`config.mk`:
```
export PLATFORM = sky130hd
export DESIGN_NAME = kb_event_ctrl
export DESIGN_NICKNAME = d
export VERILOG_FILES = /design/src/rtl/kb_event_ctrl.sv
export SDC_FILE = /design/constraint.sdc
export NUM_CORES = 1
export LEC_CHECK = 0
export ABC_AREA = 1
export BUFFER_PORTS_ARGS = -buffer_cell sky130_fd_sc_hd__buf_2
export CAP_MARGIN = 40
export CORE_UTILIZATION = 45
export CTS_CLUSTER_SIZE = 24
export DETAILED_ROUTE_END_ITERATION = 8
export PLACE_DENSITY = 0.73
export SYNTH_ARGS = -nofsm -noshare
export SYNTH_HDL_FRONTEND = slang
export SYNTH_SLANG_ARGS = --single-unit
```
`constraint.sdc`:
```
create_clock -name clk -period 2 [get_ports clk]
set_input_delay 0.3 -clock clk [delete_from_list [all_inputs] [get_ports clk]]
set_output_delay 0.3 -clock clk [all_outputs]
set_load 0.02 [all_outputs]
```
`src/rtl/kb_event_ctrl.sv`:
```
// kb_event_ctrl: turns kb_driver's level-style ascii/flags into discrete key
// events (first press, typematic delay, repeat) and queues them in a small
// first-word-fall-through FIFO that the CPU drains with single-cycle pops.
//
// Build option: define KB_TYPEMATIC_EN to enable auto-repeat. Without it the
// REPEAT state and the repeat timer are not built, a held key produces exactly
// one event, and DELAY_CYCLES/REPEAT_CYCLES only take part in parameter checks.

module kb_event_ctrl #(
  parameter int unsigned DELAY_CYCLES  = 25000000,
  parameter int unsigned REPEAT_CYCLES = 12500000,
  parameter int unsigned FIFO_DEPTH    = 16,
  parameter int unsigned ADDR_W        = 4
) (
  input  logic              clk,
  input  logic              rst,
  input  logic [7:0]        ascii_in,
  input  logic [4:0]        flags_in,
  input  logic              pop,
  input  logic              clr_ovf,
  output logic [12:0]       rd_data,
  output logic              empty,
  output logic              full,
  output logic [ADDR_W:0]   count,
  output logic              overflow
);

  localparam int unsigned DW = 13;

  localparam logic [ADDR_W-1:0] PTR_ONE   = ADDR_W'(1);
  localparam logic [ADDR_W:0]   CNT_ONE   = (ADDR_W + 1)'(1);
  localparam logic [ADDR_W:0]   CNT_FULL  = (ADDR_W + 1)'(FIFO_DEPTH);

  // Parameter legality, caught at elaboration.
  if (FIFO_DEPTH < 2 || FIFO_DEPTH != (32'd1 << ADDR_W)) begin : g_bad_depth
    $error("kb_event_ctrl: FIFO_DEPTH must be a power of two >= 2 equal to 2**ADDR_W");
  end
  if (DELAY_CYCLES < 1 || REPEAT_CYCLES < 1) begin : g_bad_timing
    $error("kb_event_ctrl: DELAY_CYCLES and REPEAT_CYCLES must be at least 1");
  end

`ifdef KB_TYPEMATIC_EN
  typedef enum logic [1:0] {
    IDLE,
    DELAY,
    REPEAT
  } state_t;

  localparam int unsigned TMAX = (DELAY_CYCLES > REPEAT_CYCLES) ? DELAY_CYCLES : REPEAT_CYCLES;
  // Sized to hold TMAX itself, so the counter cannot wrap before either compare.
  localparam int unsigned TW   = $clog2(TMAX + 1);

  localparam logic [TW-1:0] DELAY_LAST  = TW'(DELAY_CYCLES - 1);
  localparam logic [TW-1:0] REPEAT_LAST = TW'(REPEAT_CYCLES - 1);
  localparam logic [TW-1:0] TIMER_ONE   = TW'(1);

  logic [TW-1:0] timer;
`else
  typedef enum logic {
    IDLE,
    DELAY
  } state_t;
`endif

  state_t          state;
  logic [7:0]      last_key;
  logic            key_ok;
  logic            key_new;
  logic            push;
  logic            wr_en;
  logic            rd_en;
  logic [DW-1:0]   event_word;

  logic [DW-1:0]     mem [FIFO_DEPTH];
  logic [ADDR_W-1:0] wr_ptr;
  logic [ADDR_W-1:0] rd_ptr;

  // A key counts only when nonzero and not flagged as a decode error.
  assign key_ok     = (ascii_in != 8'd0) && !flags_in[4];
  assign key_new    = (ascii_in != last_key);
  assign event_word = {flags_in, ascii_in};

  // Event decision: evaluated against the current state so an event is
  // queued on the same edge that first sees the key (or timer expiry).
  always_comb begin
    push = 1'b0;
    case (state)
      IDLE: begin
        push = key_ok;
      end
      DELAY: begin
        if (key_ok && key_new) begin
          push = 1'b1;
        end
`ifdef KB_TYPEMATIC_EN
        else if (key_ok && (timer == DELAY_LAST)) begin
          push = 1'b1;
        end
`endif
      end
`ifdef KB_TYPEMATIC_EN
      REPEAT: begin
        push = key_ok && (key_new || (timer == REPEAT_LAST));
      end
`endif
      default: begin
        push = 1'b0;
      end
    endcase
  end

  // Press/hold/release sequencing; last_key tracks the key of the latest event.
  always_ff @(posedge clk or posedge rst) begin
    if (rst) begin
      state    <= IDLE;
      last_key <= '0;
    end else begin
      case (state)
        IDLE: begin
          if (key_ok) begin
            last_key <= ascii_in;
            state    <= DELAY;
          end
        end
        DELAY: begin
          if (!key_ok) begin
            state <= IDLE;
          end else if (key_new) begin
            last_key <= ascii_in;
          end
`ifdef KB_TYPEMATIC_EN
          else if (timer == DELAY_LAST) begin
            state <= REPEAT;
          end
`endif
        end
`ifdef KB_TYPEMATIC_EN
        REPEAT: begin
          if (!key_ok) begin
            state <= IDLE;
          end else if (key_new) begin
            last_key <= ascii_in;
            state    <= DELAY;
          end
        end
`endif
        default: begin
          state <= IDLE;
        end
      endcase
    end
  end

`ifdef KB_TYPEMATIC_EN
  // Typematic timer: restarts on every event, idles at zero when no key is
  // held, otherwise counts cycles since the last event.
  always_ff @(posedge clk or posedge rst) begin
    if (rst) begin
      timer <= '0;
    end else if (push || !key_ok || (state == IDLE)) begin
      timer <= '0;
    end else begin
      timer <= timer + TIMER_ONE;
    end
  end
`endif

  // A push into a full FIFO only succeeds when a pop frees the head in the
  // same cycle; a pop on an empty FIFO is ignored, even alongside a push.
  assign wr_en = push && (!full || pop);
  assign rd_en = pop && !empty;

  assign empty   = (count == '0);
  assign full    = (count == CNT_FULL);
  assign rd_data = empty ? '0 : mem[rd_ptr];

  // Event storage; no reset needed since the pointers gate visibility.
  always_ff @(posedge clk) begin
    if (wr_en) begin
      mem[wr_ptr] <= event_word;
    end
  end

  // Pointers and occupancy; pointers wrap naturally at FIFO_DEPTH.
  always_ff @(posedge clk or posedge rst) begin
    if (rst) begin
      wr_ptr <= '0;
      rd_ptr <= '0;
      count  <= '0;
    end else begin
      if (wr_en) begin
        wr_ptr <= wr_ptr + PTR_ONE;
      end
      if (rd_en) begin
        rd_ptr <= rd_ptr + PTR_ONE;
      end
      case ({wr_en, rd_en})
        2'b10:   count <= count + CNT_ONE;
        2'b01:   count <= count - CNT_ONE;
        default: count <= count;
      endcase
    end
  end

  // Sticky drop indicator; a new drop outranks a simultaneous clear.
  always_ff @(posedge clk or posedge rst) begin
    if (rst) begin
      overflow <= 1'b0;
    end else if (push && full && !pop) begin
      overflow <= 1'b1;
    end else if (clr_ovf) begin
      overflow <= 1'b0;
    end
  end

endmodule
```
== Word level (Yosys, flattened, before mapping) ==
Memory sizes are Yosys's and may differ from the RTL's.
Cells that the tools add are included.
Word-level totals
  flip-flop bits (word level): 23
  bits in writable memories: 208
  input bits: 17
  output and inout port bits: 21
  word-level logic and storage cells: 48
  memories: 1
Cells by class
  add/subtract/negate cells: 4
  equality and inequality tests: 7
  multiplexer cells: 13
  bitwise operators: 1
  reduce and logical (&&, ||, !) cells: 16
Memories
  mem: depth 16, width 13, rd ports 1, clocked after memory_dff 0, write ports 1, RTL line 74  | logic [DW-1:0] mem [FIFO_DEPTH];
Operator list (number)
  8-bit two-way mux: 3
  8-bit case mux with 2 select lines: 1
  13-bit two-way mux: 1
  5-bit case mux with 2 select lines: 1
  4-bit by 1-bit adder with 4-bit output (second input constant): 2
  8-bit != test: 1
  8-bit nonzero test: 1
  1-bit logical AND: 6
  1-bit two-way mux: 6
  5-bit by 1-bit adder with 5-bit output (second input constant): 1
  5-bit equality test (second input constant): 1
  5-bit logical NOT: 1
  5-bit by 1-bit subtractor with 5-bit output (second input constant): 1
  1-bit logical NOT: 4
  2-bit by 1-bit != test with 1-bit output (second input constant): 2
  2-bit nonzero test: 2
  3-bit AND reduction: 1
  2-bit by 1-bit equality test with 1-bit output (second input constant): 1
  2-bit equality test (second input constant): 1
  2-bit != test (second input constant): 1
  1-bit case mux with 2 select lines: 1
  1-bit logical OR: 1
  1-bit NOT: 1

== Longest topological paths before layout ==
Gate-level depths: netlist of run 1.
  word-level depth: 8
  gate-level depth with buffers: 20

== Worst setup path before layout of run 1 ==
Ideal clock, no wire load.
  kind: reg-to-reg
  start point: reg count[0]
  end point: reg count[4]
  arrival time: 2368 ps
  required time: 1883 ps
  path slack: -485 ps
  stages on the path, launching flop included: 17
  period minus slack after synthesis: 2485 ps
  path through: dfrtp_1 nor2_1 nand2_1 nor2_2 nand2_2 nand3_2 buf_4 ha_1 xor2_1 ha_1 inv_1 nand2_1 nand3_1 nand3_1 nand2_1 nand2_1 nand2_1
On the way
  cells in the longest elaborated chain, start to end: 6
  elaborated cells on any way between the ends: 13
  those cells by class: add/sub: 2; eq/ne: 3; mux: 1; reduce/logical: 7
RTL lines
  start, declared: RTL line 24  | output logic [ADDR_W:0] count,
  start signal, assigned: RTL line 198  | 2'b10: count <= count + CNT_ONE;
  start signal, assigned: RTL line 199  | 2'b01: count <= count - CNT_ONE;
  start signal, assigned: RTL line 200  | default: count <= count;
  5-bit equality test (*): RTL line 174  | assign full = (count == CNT_FULL);
  net full: RTL line 23  | output logic full,
  1-bit logical NOT (*): RTL line 170  | assign wr_en = push && (!full || pop);
  1-bit logical OR (*): RTL line 170
  1-bit logical AND (*): RTL line 170
  2-bit by 1-bit equality test with 1-bit output or 2-bit equality test (tied branches): RTL line 197  | case ({wr_en, rd_en})
  5-bit case mux with 2 select lines or 2-bit nonzero test (tied branches)
Mark *: on every way through the listed nets, which the timed path passes. The rest lies on a longest branch.
A chain may end at the register's enable or synchronous reset.

== Worst setup path after layout of run 1 ==
  start point: reg rd_ptr[0]
  end point: out rd_data[0]
On the way
  cells in the longest elaborated chain, start to end: 2
RTL lines
  start, declared: RTL line 76  | logic [ADDR_W-1:0] rd_ptr;
  start signal, assigned: RTL line 195  | rd_ptr <= rd_ptr + PTR_ONE;
  memory 16 x 13 bit
  13-bit two-way mux: RTL line 175  | assign rd_data = empty ? '0 : mem[rd_ptr];
  end, declared: RTL line 21  | output logic [12:0] rd_data,
No other way between the ends.

==> impl_metrics.ini, run 1 <==
[synthesis]
yosys_warnings = 0
ys_types = 29
synth.yosys.seq_area_share_pct = 69.0
synth_area_leaders = edfxtp_1, nand2_1, nand3_1
syn_nets = 926
yosysTopAreaCell = edfxtp_1
synth_cells = 900
syn_avg_cell_area_um2 = 11.0
synth_area_um2 = 9890
ys_ff_latch = 231
yosysTopAreaCellShare_pct = 63.1

[timing]
max_freq_ghz = 0.400
rsz0062_at_grt = yes
period_share_pct = 125
hold_violations = 0
slew_violations = 0
postLayoutSetupSlackWorst_ps = -503
tightestPinTransition_ps = 739
slew_headroom_pct = 50.7
finalSetupViolCount = 16
final.min_clock_period_ps = 2500
fin_skew_ps = 17.7
fin_setup_tns_ps = -5890

[clock_network]
clk_path_buf_depth = 3
cts_made_buffers = 23
cts_tree = done
clock-sinks = 231
clock_latency_ps = 530
h-tree-depth = 1
clk_pin_slew_ps = 60
cts_root_buffer = clkbuf_16

[global_route]
grt_antenna_before_repair = 0
grt_max_degree = 33
grt_pass1_wl_mm = 38.3
grt_usage_pct = 22.8
overflow = 0
grt_pass1_vias = 6953

[route]
viasPerCell = 5.48
wl_per_cell_um = 19.7
route.detailed.drc = 0
drt_wl_total_mm = 25.7
firstDrtPassIters = 7
ant_nets = 0
num_vias = 7135
drtIter0Drc = 749

[placement]
port_buffers = 37
placed_area_um2 = 11000
routabilityCongestion = 0.842
dp_hpwl_mm = 14.9

[die]
start_util_pct = 46.5
row_count = 53
ios = 38
die_h_um = 150
dieArea_um2 = 22600
die_w_um = 150
core_um2 = 21300

[cells_and_area]
fin_area_um2 = 12700
multi_input_area_um2 = 3170
diodes = 0
fillers = 1545
nets = 1037
syn2layout_area_growth_pct = 28.7
ff_latch_area_um2 = 6830
drive_gt1_share_pct = 30.5

[power_and_ir_drop]
vdd_drop_max_mv = 1.20
power_density_nw_per_um2 = 1550
p_leak_uw = 0.00501
power_uw = 19800

[run_status]
violations = setup timing
status = finished, violations left

[run]
drv_cap = 0

[worst_setup_path]
reg2reg_slack_ps = -100
critical_path_required_ps = 1700
critPathLaunchType = register
reg2reg_from = count[1]
arrival_ps = 2200
rr_endpoint = count[4]
cp_max_fo = 22
reg2reg_depth = 16
crit_type = reg -> out
end_kind = output pin

[hold_path]
min-delay-start = clr_ovf
holdPathEnd = overflow
hold-path-cell-count = 4
hold_path.class = in -> reg
## critical path, stage by stage, from the launching register on
cell and delay, ps:
dfrtp_4 510, buf_8 150, buf_12 160, nand2_1 60, nand3_1 80, nand3_1 90, nand2_1 90, nand2_1 70
a21oi_2 200, buf_4 150, buf_6 110
## repair_timing
action	CTS	global route
resized for setup	77	104
hold buffers	1	0
buffers inserted	6	2
endpoints found under the setup margin	17	21
cloned	3	2
hold endpoints to repair	16	0
pin swaps	20	39
## sequential cells by signal, summed over array words and instances (netlist names)
signal    flops
mem         208
rd_ptr        4
count         5
state         1
overflow      1
last_key      8
wr_ptr        4
## worst max path at each step
stage,startpoint,endpoint,slack [ps]
3_3_place_gp,ascii_in[7],count[4],-60
3_5_place_dp,ascii_in[7],count[4],-130
5_1_grt,rd_ptr[0],rd_data[0],-550
4_1_cts,rd_ptr[0],rd_data[7],-460
6_report,rd_ptr[0],rd_data[0],-500
2_1_floorplan,count[1],count[4],-240
## logic make-up (layout without fill, tap and decap cells)
| family | Yosys count | after routing | share of synthesized area (%) |
|---|---|---|---|
| AO/OA/AOI/OAI | 27 | 27 | 1.42 |
| XOR/XNOR | 12 | 12 | 1.06 |
| buffers and inverters | 85 | 213 | 4.48 |
| flip-flops | 231 | 231 | 69.0 |
| adder cells (fa/ha/maj) | 9 | 9 | 1.14 |
| AND/OR/NAND/NOR | 536 | 536 | 22.9 |
## area by class of cell
class | count | area share [%]
multi-input cells | 584 | 24.9
inverters | 38 | 1.24
flip-flops and latches | 231 | 53.7
repair buffers | 133 | 10.7
well taps | 275 | 2.70
clock buffers | 24 | 4.63
clock inverters | 18 | 2.14
## synth_stat cells, drive strengths merged
cell and n:
ha 9, nor2 29, edfxtp 208, clkinv 2
o21bai 1, o21ai 11, xnor2 4, dfrtp 23
xor2 8, nand4 5, nand2 335, a21boi 1
inv 36, nand3 167, clkbuf 6, a21oi 14
buf 41
## where the power goes
| part | total (uW) | switching [uW] | internal, uW |
|---|---|---|---|
| registers | 6040 | 269 | 5770 |
| clock network | 4860 | 1910 | 2950 |
| logic | 8860 | 5290 | 3570 |
## metrics by stage
stage                     std cells  hold slack (ps)  worst slack (ps)  util (%)
final                          1303             21.8              -503      59.8
after global routing           1303             47.1              -551      59.8
after CTS                      1300             21.6              -455      57.8
after detailed placement       1248              472              -133      51.6
after global placement         1248              442             -60.4      51.6
after floorplan                 900              302              -238         -
## per-layer routing
layer	up-vias	part of all wire (%)	wire [um]	GRT usage [%]
met3	82	6.2	1580	2.64
li1	3300	-	-	-
met4	0	4.8	1230	11.1
met5	-	0	0	0
met1	3469	40	10200	28.8
met2	284	49	12700	39.0
## placed cells by master, fill, tap and decap left out, types with 4 or more instances in the layout
master      instances
nand2_1           291
edfxtp_1          208
nand3_1           122
buf_4              62
nand3_2            43
nand2_2            37
inv_1              31
clkbuf_16          25
buf_2              24
buf_12             21
buf_6              19
dfrtp_1            17
nor2_2             14
a21oi_2            12
nor2_1             10
nand2_4             7
o21ai_1             7
xor2_1              6
bufinv_16           6
nor2_4              5
nand4_1             5
ha_1                5
clkinv_2            5
dfrtp_2             5
xnor2_1             4
inv_2               4
o21ai_0             4
clkinvlp_4          4
Power figures use the tool's default switching activity.
==> run 2: changes to the inputs <==
PLACE_DENSITY = 0.71   (was 0.73)
clock period = 3.2 ns   (was 2 ns; I/O delays follow)
==> run 2 against run 1 <==
Compared with the run above: the flow now finishes without violations; critical path depth down 1; via count shrank 7.0%; global-route usage is 0.66 points lower; final cell count fell by 4.1%; combinational power shrank 57%; total power shrank 48%; routed wire length decreased by 7.2%; critical endpoint is now rd_data[4]; largest power group unchanged; highest routed layer unchanged.
==> impl_metrics.ini, run 2 (synthesis results as in run 1) <==
[die]
die_h_um = 150
ios = 38
row_count = 53
dieArea_um2 = 22600
die_w_um = 150
start_util_pct = 46.5
core_um2 = 21300

[route]
route.detailed.drc = 0
ant_nets = 0
viasPerCell = 5.31
num_vias = 6636
wl_per_cell_um = 19.1
drtIter0Drc = 648
firstDrtPassIters = 7
drt_wl_total_mm = 23.8

[timing]
max_freq_ghz = 0.329
rsz0062_at_grt = no
finalSetupViolCount = 0
fin_skew_ps = 11.4
whs_ps = 208
slew_violations = 0
postLayoutSetupSlackWorst_ps = 165
hold_violations = 0
slew_headroom_pct = 44.3
final.min_clock_period_ps = 3040
period_share_pct = 94.8
fin_setup_tns_ps = 0
tightestPinTransition_ps = 835

[global_route]
grt_usage_pct = 22.1
grt_pass1_wl_mm = 36.4
grt_max_degree = 79
grt_pass1_vias = 6387
overflow = 0
grt_antenna_before_repair = 0

[worst_setup_path]
critical_path_required_ps = 2720
arrival_ps = 2560
crit_type = reg -> out
cp_max_fo = 78
critPathLaunchType = register
end_kind = output pin

[clock_network]
clk_path_buf_depth = 3
cts_root_buffer = clkbuf_16
h-tree-depth = 1
cts_made_buffers = 23
clk_pin_slew_ps = 60
clock_latency_ps = 510
clock-sinks = 231
cts_tree = done

[cells_and_area]
diodes = 0
largest_register = mem
nets = 984
most-common-layout-cells = nand2_1, edfxtp_1, nand3_1, buf_2, buf_4
largest_reg_flops = 208
final_common_cell = nand2_1
fin_util_pct = 52.8
drive_gt1_share_pct = 12.7
top_regs = mem x208, last_key x8, count x5
syn2layout_area_growth_pct = 13.7

[placement]
port_buffers = 37
dp_hpwl_mm = 13.5
post-place-ws_ps = 510
routabilityCongestion = 0.875

[power_and_ir_drop]
p_sw_uw = 3870
internal-power_uw = 6310
p_comb_share_pct = 37.3
p_clk_share_pct = 25.9
switching_share_pct = 38.0
p_leak_uw = 0.00444
power_density_nw_per_um2 = 906
power_frac_seq_pct = 36.9
vdd_drop_max_mv = 0.663

[run]
drv_cap = 0

[run_status]
status = complete, no violations

[hold_path]
hold_path.class = in -> reg
## run 2: cell types whose count changed in the layout (fill, tap and decap cells not counted), moves of 16 or more
cell,before,now
nand3_2,43,1
buf_6,19,1
nor2_1,10,26
nand2_1,291,332
buf_12,21,3
nand3_1,122,166
buf_4,62,37
nand2_2,37,2
## run 2: path summary, 6_finish.rpt
| path | slack, ps | startpoint | end | cells after the start |
|---|---|---|---|---|
| worst max-delay path | 160 | rd_ptr[0] | rd_data[4] | 9 |
| worst min-delay path | 210 | clr_ovf | overflow | 4 |
| worst max register to register | 900 | count[2] | count[4] | 15 |
| worst min register to register | 510 | overflow | overflow | 2 |
| max in group asynchronous | 2180 | rst | rd_ptr[0] | 4 |
| min in group asynchronous | 530 | rst | last_key[7] | 3 |
## run 2: worst max-delay path, cell delays in order, from the launching register on
cell	delay (ps)
dfrtp_4	500
clkinv_2	170
buf_12	340
nand2_1	90
nand3_1	80
nand3_1	100
nand2_1	90
nand2_1	50
a21oi_1	360
buf_2	250
## run 2: power by group through the flow
stage	sequential (uW)	combinational, uW	clock [uW]
6_report	3750	3790	2640
5_1_grt	3780	4190	2780
4_1_cts	3750	3800	2670
3_5_place_dp	3810	3760	0
3_3_place_gp	3800	3710	0
2_1_floorplan	3810	2620	0
## run 2: through the flow
| stage | cells | power (uW) | area, um2 |
|---|---|---|---|
| after floorplan | 900 | 6430 | 9890 |
| after global placement | 1206 | 7510 | 10500 |
| after detailed placement | 1207 | 7570 | 10500 |
| after CTS | 1250 | 10200 | 11200 |
| after global routing | 1250 | 10700 | 11200 |
| final | 1250 | 10200 | 11200 |
## run 2: layout make-up
type	instances	area, um2
multi-input combinational	584	2630
timing repair buffer	80	559
fill	1797	10000
sequential	231	6830
inverter	38	144
clock buffer	25	583
clock inverter	17	159
tap	275	344
## run 2: what timing repair did
action | 4_1_cts | 5_1_grt
buffers inserted | 0 | 0
resized for setup | 0 | 1
endpoints found under the hold margin | 7 | 0
setup endpoints to repair | 0 | 1
hold buffers | 1 | 0
## run 2: layer usage
layer	vias up	wire [um]	GRT usage, %
met3	54	1720	3.82
met2	231	11600	37.3
li1	3180	-	-
met4	0	801	8.79
met5	-	0	0
met1	3171	9760	28.4
==> run 3: changes to the inputs <==
BUFFER_PORTS_ARGS = -buffer_cell sky130_fd_sc_hd__buf_4   (was -buffer_cell sky130_fd_sc_hd__buf_2)
CAP_MARGIN = not set   (was 40)
==> run 3 against run 2 <==
Compared with the run above: utilization is 0.25 points lower; sequential cell count did not move; first-iteration DRC count shrank 16%; final cell count is 1.0% lower; clock power decreased by 7.6%; sequential share of layout area grew 0.29 points; largest power group unchanged; highest routed layer unchanged.
==> impl_metrics.ini, run 3 (synthesis results as in run 1) <==
[timing]
period_share_pct = 93.7
tightestPinTransition_ps = 940
rsz0062_at_grt = no
postLayoutSetupSlackWorst_ps = 200
finalSetupViolCount = 0
slew_violations = 0
max_freq_ghz = 0.333
fin_setup_tns_ps = 0
final.min_clock_period_ps = 3000
slew_headroom_pct = 37.3
fin_skew_ps = 16.2
hold_violations = 0

[worst_setup_path]
crit_type = reg -> out
critical_path_required_ps = 2720
crit_start = rd_ptr[0]
reg2reg_depth = 15
arrival_ps = 2520
worstSetupEndpoint = rd_data[4]
rr_endpoint = count[4]
end_kind = output pin
reg2reg_from = count[2]
reg2reg_slack_ps = 840
critPathLaunchType = register
cp_max_fo = 54

[power_and_ir_drop]
switching_share_pct = 37.7
power_density_nw_per_um2 = 902
p_comb_share_pct = 38.5
internal-power_uw = 6290
vdd_drop_max_mv = 0.723
p_leak_uw = 0.00438
p_sw_uw = 3810
power_frac_seq_pct = 37.4
p_clk_share_pct = 24.1
power_uw = 10100

[route]
route.detailed.drc = 0
wl_per_cell_um = 18.8
firstDrtPassIters = 5
drtIter0Drc = 547
ant_nets = 0
viasPerCell = 5.38
num_vias = 6658
drt_wl_total_mm = 23.3

[die]
die_h_um = 150
ios = 38
start_util_pct = 46.5
row_count = 53
die_w_um = 150
core_um2 = 21300
dieArea_um2 = 22600

[run_status]
status = complete, no violations

[global_route]
grt_pass1_vias = 6229
busiest_layer = met2
grt_antenna_before_repair = 0
use_met1_pct = 27.2
overflow = 0
grt_usage_pct = 21.3
use_met2_pct = 36.7
grt_max_degree = 107
grt_pass1_wl_mm = 35.2
grtUsageMet3_pct = 3.15

[placement]
routabilityCongestion = 0.830
dp.cells = 1198
port_buffers = 37
placed_area_um2 = 10500
dp_hpwl_mm = 13.0
post-place-ws_ps = 605

[clock_network]
cts_resized = 0
ctsHoldBuffers = 0
cts_setup_buffers = 0
clk_path_buf_depth = 3
clk_pin_slew_ps = 60
clock-sinks = 231
clock_latency_ps = 500
cts_made_buffers = 22
cts_root_buffer = clkbuf_16
cts_tree = done
h-tree-depth = 1

[cells_and_area]
final_cells = 1237
largest_register = mem
fin_area_um2 = 11200
fillers = 1767
most-common-layout-cells = nand2_1, edfxtp_1, nand3_1, buf_4, inv_1
ff_latch_area_um2 = 6830
largest_reg_flops = 208
diodes = 0
nets = 973
syn2layout_area_growth_pct = 13.1
drive_gt1_share_pct = 11.6
final_common_cell = nand2_1
multi_input_area_um2 = 2630
top_regs = mem x208, last_key x8, count x5

[run]
drv_cap = 0

[hold_path]
hold_path.class = in -> async
run 3: worst min-delay path by stage:
stage                startpoint           to  slack, ps  cells after the start
floorplan           last_key[2]  last_key[2]        470                      2
global placement       overflow     overflow        490                      2
detailed placement     overflow     overflow        500                      2
CTS                     clr_ovf     overflow        220                      4
global route            clr_ovf     overflow        230                      4
finish                      rst     count[1]        200                      2
run 3: power groups by stage:
stage	Combinational, uW	Clock [uW]	Sequential [uW]
2_1_floorplan	2620	0	3810
4_1_cts	3900	2470	3770
5_1_grt	4260	2580	3800
6_report	3880	2440	3770
3_3_place_gp	3830	0	3830
3_5_place_dp	3880	0	3830
run 3: critical path, cell delays in order, from the launching register on:
cell and delay, ps:
dfrtp_4 490, clkinv_2 280, buf_12 290, nand2_1 90, nand3_1 80, nand3_1 90
nand2_1 90, nand2_1 50, a21oi_1 330, buf_4 220
run 3: layout make-up:
cell class                      instances  area share [%]
Sequential cell                       231            61.0
Multi-Input combinational cell        584            23.5
Clock buffer                           30            5.38
Timing Repair Buffer                   70            5.14
Tap cell                              275            3.08
Inverter                               38            1.29
Clock inverter                          9           0.626
run 3: metal layers:
metal	routed length, um	vias up
met4	709	0
met1	9280	3170
li1	-	3157
met5	0	-
met3	1830	53
met2	11500	278
run 3: metrics by stage:
step,hold WS (ps),util (%)
final,197,52.6
after global routing,230,52.6
after CTS,217,52.6
after detailed placement,500,49.4
after global placement,488,49.4
after floorplan,473,-
